[config.mk]
export PLATFORM = sky130hd
export DESIGN_NAME = sram_rd_pipe
export DESIGN_NICKNAME = d
export VERILOG_FILES = /design/src/rtl/sram_rd_pipe.sv
export SDC_FILE = /design/constraint.sdc
export NUM_CORES = 1
export LEC_CHECK = 0
export BUFFER_PORTS_ARGS = -buffer_cell sky130_fd_sc_hd__buf_2
export CAP_MARGIN = 30
export CORE_AREA = 2 2 39 41
export DETAILED_ROUTE_END_ITERATION = 8
export DIE_AREA = 0 0 41 43
export PLACE_DENSITY_LB_ADDON = 0.15
export SETUP_SLACK_MARGIN = 0.02
export SLEW_MARGIN = 15
export SYNTH_ARGS = -nofsm -noshare
export SYNTH_HDL_FRONTEND = slang
export SYNTH_SLANG_ARGS = --single-unit
[constraint.sdc]
create_clock -name clk -period 0.8 [get_ports clk]
set_input_delay 0 -clock clk [delete_from_list [all_inputs] [get_ports clk]]
set_output_delay 0 -clock clk [all_outputs]
set_load 0.1 [all_outputs]
[src/rtl/sram_rd_pipe.sv]
// ---------------------------------------------------------------------------
// sram_rd_pipe : LAT-deep valid/data shift register carrying read snapshots
//                from the request edge to the bus; flush clears every stage.
// Revision     : 1.0 - initial release
// ---------------------------------------------------------------------------
`default_nettype none

module sram_rd_pipe #(
  parameter int LAT    = 1,
  parameter int DATA_W = 16
) (
  input  logic              clk,
  input  logic              flush,
  input  logic              in_valid,
  input  logic [DATA_W-1:0] in_data,
  output logic              out_valid,
  output logic [DATA_W-1:0] out_data,
  output logic              busy
);

  logic [LAT-1:0]    valid_q;
  logic [LAT-1:0]    valid_d;
  logic [DATA_W-1:0] data_q [LAT];
  logic [DATA_W-1:0] data_d [LAT];

  always_comb begin
    valid_d[0] = in_valid;
    data_d[0]  = in_data;
    for (int i = 1; i < LAT; i++) begin
      valid_d[i] = valid_q[i-1];
      data_d[i]  = data_q[i-1];
    end
    // Data stages keep shifting; only the valid bits need clearing.
    if (flush) begin
      valid_d = '0;
    end
  end

  always_ff @(posedge clk) begin
    valid_q <= valid_d;
    data_q  <= data_d;
  end

  assign out_valid = valid_q[LAT-1];
  assign out_data  = data_q[LAT-1];
  assign busy      = |valid_q;

endmodule

`default_nettype wire

== Word-level counts from Yosys, hierarchy flattened ==
Index checks and enable logic that the tools add are counted.
Word-level totals
  register bits after elaboration: 17
  latch bits: 0
  RAM bits: 0
  bits in read-only memories: 0
  input bits: 19
  output and inout port bits: 18
  word-level logic and storage cells: 2
  memories kept: 0
Operators by class
  add/sub/neg operators: 0
  $mul: 0
  divide/modulo/power cells: 0
  order comparisons: 0
  equal/unequal tests: 0
  shifts and indexed selects: 0
  mux-type cells: 0
  bitwise operators: 0
  reduce and logical (&&, ||, !) cells: 0

== Longest topological paths before layout ==
Gate-level depths: netlist of the first run.
  depth after elaboration: 0
  mapped depth: 1
  mapped depth without buffers: 1

== Least setup slack after synthesis of the first run ==
No wires, ideal clock.
  kind: reg2out
  from: register valid_q, in the netlist busy
  to: output port out_valid
  arrival: 1356 ps
  data required time: 800 ps
  path slack: -556 ps
  cell stages (with the launch flop): 2
  path buffers: 1
  cells stage by stage: dfxtp_1 > buf_4
RTL lines
  start, declared: line 21  | logic [LAT-1:0] valid_q;
  start signal, assigned: line 40  | valid_q <= valid_d;
  end, declared: line 16  | output logic out_valid,
No word-level cell between the ends.

== Worst setup path after layout of the first run ==
  from: register valid_q, in the netlist busy
  to: output port busy
RTL lines
  end, declared: line 18  | output logic busy
No word-level cell between the ends.

==> results of run 1 <==
==> final cells by class <==
cell class              count  area [um2]
flip-flops and latches     17         364
repair buffers             54         631
well taps                  16        20.0
fillers                    81         329
multi-input cells           1        13.8
clock buffers               4        26.3
==> state kept, by name, summed over array words and instances (netlist names) <==
name,flops
out_data,16
busy,1
==> per-layer routing <==
| metal | vias up | track usage [%] |
|---|---|---|
| li1 | 170 | - |
| met1 | 143 | 9.06 |
| met2 | 23 | 19.7 |
| met3 | 3 | 5.76 |
| met4 | 0 | 12.0 |
| met5 | - | 0 |
==> logic make-up after synthesis <==
family	Yosys count	synth area share, %
AND/OR/NAND/NOR	1	3.81
flip-flops	17	94.1
buffers and inverters	1	2.08
==> power by group <==
part	switching, mW	internal [mW]	total [mW]
clock	0.243	0.194	0.437
sequential	0.0372	0.900	0.937
combinational	0.392	0.271	0.664
==> how the worst max path moves through the flow <==
stage | to | cells past startpoint | startpoint | slack (ns)
after floorplan | out_valid | 1 | busy | -0.06
after global placement | busy | 1 | busy | 0.28
after detailed placement | busy | 1 | busy | 0.28
after CTS | busy | 1 | busy | -0.05
after global routing | busy | 1 | busy | -0.06
final | busy | 1 | busy | -0.03
==> placed cells by master (no fill, tap or decap) <==
cell type,count
dlygate4sd3_1,18
dfxtp_2,16
buf_2,18
clkbuf_4,3
dfxtp_4,1
buf_12,18
clkbuf_1,1
nor2b_4,1
==> timing repair <==
item	4_1_cts	5_1_grt
endpoints found under the setup margin	18	18
hold buffers	18	0
endpoints found under the hold margin	17	0
gates resized for setup	0	0
==> through the flow <==
stage / hold WS, ns / instance area [um2] / setup WS, ns / power (mW)
finish: 0.341 / 1050 / -0.0345 / 2.04
global route: 0.330 / 1050 / -0.0644 / 2.11
global placement: 0.102 / 848 / 0.280 / 1.55
detailed placement: 0.104 / 848 / 0.275 / 1.55
CTS: 0.330 / 1050 / -0.0501 / 2.06
floorplan: 0.0277 / 385 / -0.0616 / 1.29
==> results by group, run 1 <==
GRT
  • Vias in the first global route: 318
  • Largest net degree at the start of global routing: 10
  • First-pass GRT wire length: 1.29 mm
  • Initial antenna violation count: 0
  • Total global routing overflow: 0
  • Total track usage: 12.1%

Floorplanning
  • Starting density of the core: 26.1%
  • Chip Width: 41 um
  • Core ar.: 0.00138 mm2
  • Die area: 0.00176 mm2
  • FP Rows: 14
  • Die H: 43 um
  • I/O pins: 37

Synthesis
  • Synth top area cells: dfxtp_1 94%, nor2b_4 3.8%, buf_4 2.1%
  • Most common cell in the synthesized netlist: dfxtp_1
  • Post-Synthesis Cells: 19
  • EDFF count, synth: 0
  • Synth Cell Area: 362 um2
  • Asr flop ratio synth: 0%
  • Top post-synthesis cells by count: 17 x dfxtp_1, 1 x buf_4, 1 x nor2b_4
  • Number of synthesized register bits: 17
  • Unique masters post-synth: 3
  • Top_reg_cell synth: dfxtp_1
  • Post-synthesis sequential area ratio: 94.1%
  • Yosys top cell by area: dfxtp_1
  • Synth Warn #: 0
  • Post-synth top area share: 94.1%
  • Avg Cell Area, Syn: 19.0 um2
  • Syn_nets: 38

Hold path
  • HP Start: in_data[6]
  • Worst Hold End: out_data[6]
  • Hold Path Depth: 2
  • Type of the worst min-delay path: in -> reg

Timing
  • RSZ-0062 raised after global routing: true
  • Final period util: 104%
  • Final setup margin: -0.0345 ns
  • Max-Slew Margin vs Limit: 94.1%
  • Final setup viols: 13
  • Final Critical Period: 0.834 ns
  • Final Hold Fails: 0
  • Max Slew Vio Count: 0
  • Worst-Margin Slew: 0.0885 ns
  • Fmax: 1.20 GHz
  • Setup TNS: -0.128 ns

Job
  • Max cap viols: 0

Worst setup path
  • Worst Path Required: 0.80 ns
  • Crit Path Max Fanout: 2
  • CP endpoint kind: output pin
  • Setup CP Type: reg -> out
  • CP delay by family, top: flip-flops
  • Slowest CP cell: dfxtp_4
  • Crit path DAT: 0.83 ns
  • CP peak stage delay: 0.38 ns
  • CP bufs+invs: 1
  • Crit path launch type: flop
  • Cell Chain, Critical Path: buf_12

Drt
  • Met3 Wirelength: 85 um
  • # DRC: 0
  • ANT nets after route: 0
  • Initial DRT Pass Iterations: 1
  • Routed WL per cell: 9.63 um
  • DRT met1 WL: 269 um
  • Routed vias/inst: 3.68
  • Max layer used: met4
  • DRT iter0 DRCs: 0
  • Final WL: 886 um
  • DR WL met2: 502 um
  • Via Count: 339

Clocking
  • CTS max path bufs: 2
  • Clock transition at path regs: 0.09 ns
  • Total CTS buffers: 3
  • Setup Buffers After CTS: 0
  • Clk sinks: 17
  • CTS tree: built
  • H-tree Lvls: 1
  • CTS root buf: clkbuf_4

Pwr
  • Worst VDD drop: 1600 uV
  • Pwr Density: 1930 mW/mm2
  • Static Leak: 0.480 nW

Place
  • I/O Buffers: 36
  • GP Congestion: 0.585
  • Placed cells: 70

Run status
  • Failing checks: negative setup slack
  • Outcome: finished with violations

Cells and area
  • Layout Cells excl Fill: 92
  • P&R area growth vs syn: 192%
  • Diode count: 0
  • Fraction of layout cells with a size suffix above 1: 75.0%
  • Final #Nets: 96
  • Post-layout util: 76.2%
Note: power is estimated with default switching activity, not from simulation.
==> run 2: changes to the inputs <==
SETUP_SLACK_MARGIN = 0.4   (was 0.02)
==> run 2 against run 1 <==
The flow finishes with violations (negative hold slack, negative setup slack). Clock power about the same. Non-clock buffer count shrank 18. Via count decreased by 15%. Combinational power shrank 11%. Sequential share of layout area rose by 9.7 points. First-iteration DRC count increased by 2. Global-route usage shrank 2.6 points. Critical endpoint unchanged. Power shrank 4.9%. Routed wire length down 23%. Highest routed layer unchanged. Critical path depth stayed put. Largest power group unchanged. Worst setup slack worse by 0.0023 ns.
==> results by group, run 2 (same netlist as run 1, synthesis figures left out) <==
Place
  • Placed cells: 70
  • I/O Buffers: 36
  • Placement Setup Slack: 0.277 ns
  • Area post-placement: 888 um2
  • GP Congestion: 0.553

Worst setup path
  • Cell Chain, Critical Path: buf_12
  • CP bufs+invs: 1
  • Crit Path Max Fanout: 2
  • CP endpoint kind: output pin
  • Crit path DAT: 0.84 ns
  • Worst Path Required: 0.80 ns
  • CP peak stage delay: 0.38 ns
  • Setup CP Type: reg -> out
  • Slowest CP cell: dfxtp_4
  • Crit path launch type: flop
  • CP delay by family, top: flip-flops

Drt
  • ANT nets after route: 0
  • # DRC: 0
  • Routed WL per cell: 9.23 um
  • Final WL: 683 um
  • Via Count: 287
  • DRT iter0 DRCs: 2
  • Routed vias/inst: 3.88
  • Initial DRT Pass Iterations: 2

GRT
  • First-pass GRT wire length: 959 um
  • Initial antenna violation count: 0
  • Total global routing overflow: 0
  • Total track usage: 9.48%
  • Largest net degree at the start of global routing: 10
  • Vias in the first global route: 251

Cells and area
  • Diode count: 0
  • P&R area growth vs syn: 153%
  • Number of fill cells: 102
  • Most frequent cells in the layout: 18 x buf_2, 18 x buf_12, 17 x dfxtp_4
  • Layout Cells excl Fill: 74
  • Fraction of layout cells with a size suffix above 1: 98.3%
  • Fin area: 915 um2
  • Max FFs per register: 16
  • Final #Nets: 78

Floorplanning
  • Starting density of the core: 26.1%
  • FP Rows: 14
  • Chip Width: 41 um
  • Die H: 43 um
  • Core ar.: 0.00138 mm2
  • Die area: 0.00176 mm2
  • I/O pins: 37

Timing
  • Final Critical Period: 0.837 ns
  • Max Slew Vio Count: 0
  • Fmax: 1.20 GHz
  • RSZ-0062 raised after global routing: true
  • Max-Slew Margin vs Limit: 94.1%
  • Final period util: 105%
  • Worst-Margin Slew: 0.0879 ns
  • Final Hold Fails: 17
  • Final setup viols: 18
  • Min Hold Slack: -0.193 ns
  • Final setup margin: -0.0367 ns

Clocking
  • Clk sinks: 17
  • CTS max path bufs: 2
  • Clock transition at path regs: 0.09 ns
  • CTS tree: built
  • Total CTS buffers: 3
  • H-tree Lvls: 1
  • CTS root buf: clkbuf_4
  • Post-CTS sizing: 0
  • Setup Buffers After CTS: 0

Hold path
  • HP Start: in_data[9]
  • Worst Hold End: out_data[9]
  • Hold Path Depth: 1
  • Type of the worst min-delay path: in -> reg

Run status
  • Outcome: finished with violations
  • Failing checks: negative hold slack, negative setup slack

Pwr
  • Worst VDD drop: 1220 uV
  • Pwr Density: 2120 mW/mm2
  • Static Leak: 0.410 nW

Job
  • Max cap viols: 0
## run 2: cell count changes in the layout (fill, tap and decap cells not counted)
cell | before | now
dfxtp_2 | 16 | 0
dfxtp_4 | 1 | 17
dlygate4sd3_1 | 18 | 0
## run 2: worst max path at each step
stage | from | to | cells after the start | slack (ns)
after floorplan | busy | out_valid | 1 | 0.06
after global placement | busy | busy | 1 | 0.28
after detailed placement | busy | out_valid | 1 | 0.28
after CTS | busy | out_valid | 1 | -0.05
after global routing | busy | out_valid | 1 | -0.07
final | busy | busy | 1 | -0.04
## run 2: per-layer routing
| layer | global-route usage (%) | vias to the layer above | routed length (um) |
|---|---|---|---|
| met1 | 5.41 | 126 | 163 |
| met5 | 0 | - | 0 |
| met4 | 10.0 | 0 | 19 |
| met2 | 15.9 | 24 | 395 |
| li1 | - | 135 | - |
| met3 | 5.76 | 2 | 104 |
## run 2: through the flow
step	utilization, %	total power [mW]	hold WS, ns	setup TNS (ns)
3_3_place_gp	64.2	1.52	0.102	0
4_1_cts	66.1	1.97	-0.207	-0.496
2_1_floorplan	-	1.27	0.0277	0
5_1_grt	66.1	2.01	-0.215	-0.768
3_5_place_dp	64.2	1.52	0.103	0
6_report	66.1	1.94	-0.193	-0.200
## run 2: where the power goes
part	switching [mW]	internal [mW]	leakage, nW
Combinational	0.379	0.215	0.246
Clock	0.245	0.194	0.0150
Sequential	0.0373	0.868	0.149
## run 2: layout make-up
cell class                      count  area (um2)  area share [%]
Timing Repair Buffer               36         450            49.2
Sequential cell                    17         404            44.2
Clock buffer                        4        26.3            2.87
Tap cell                           16        20.0            2.19
Multi-Input combinational cell      1        13.8            1.50
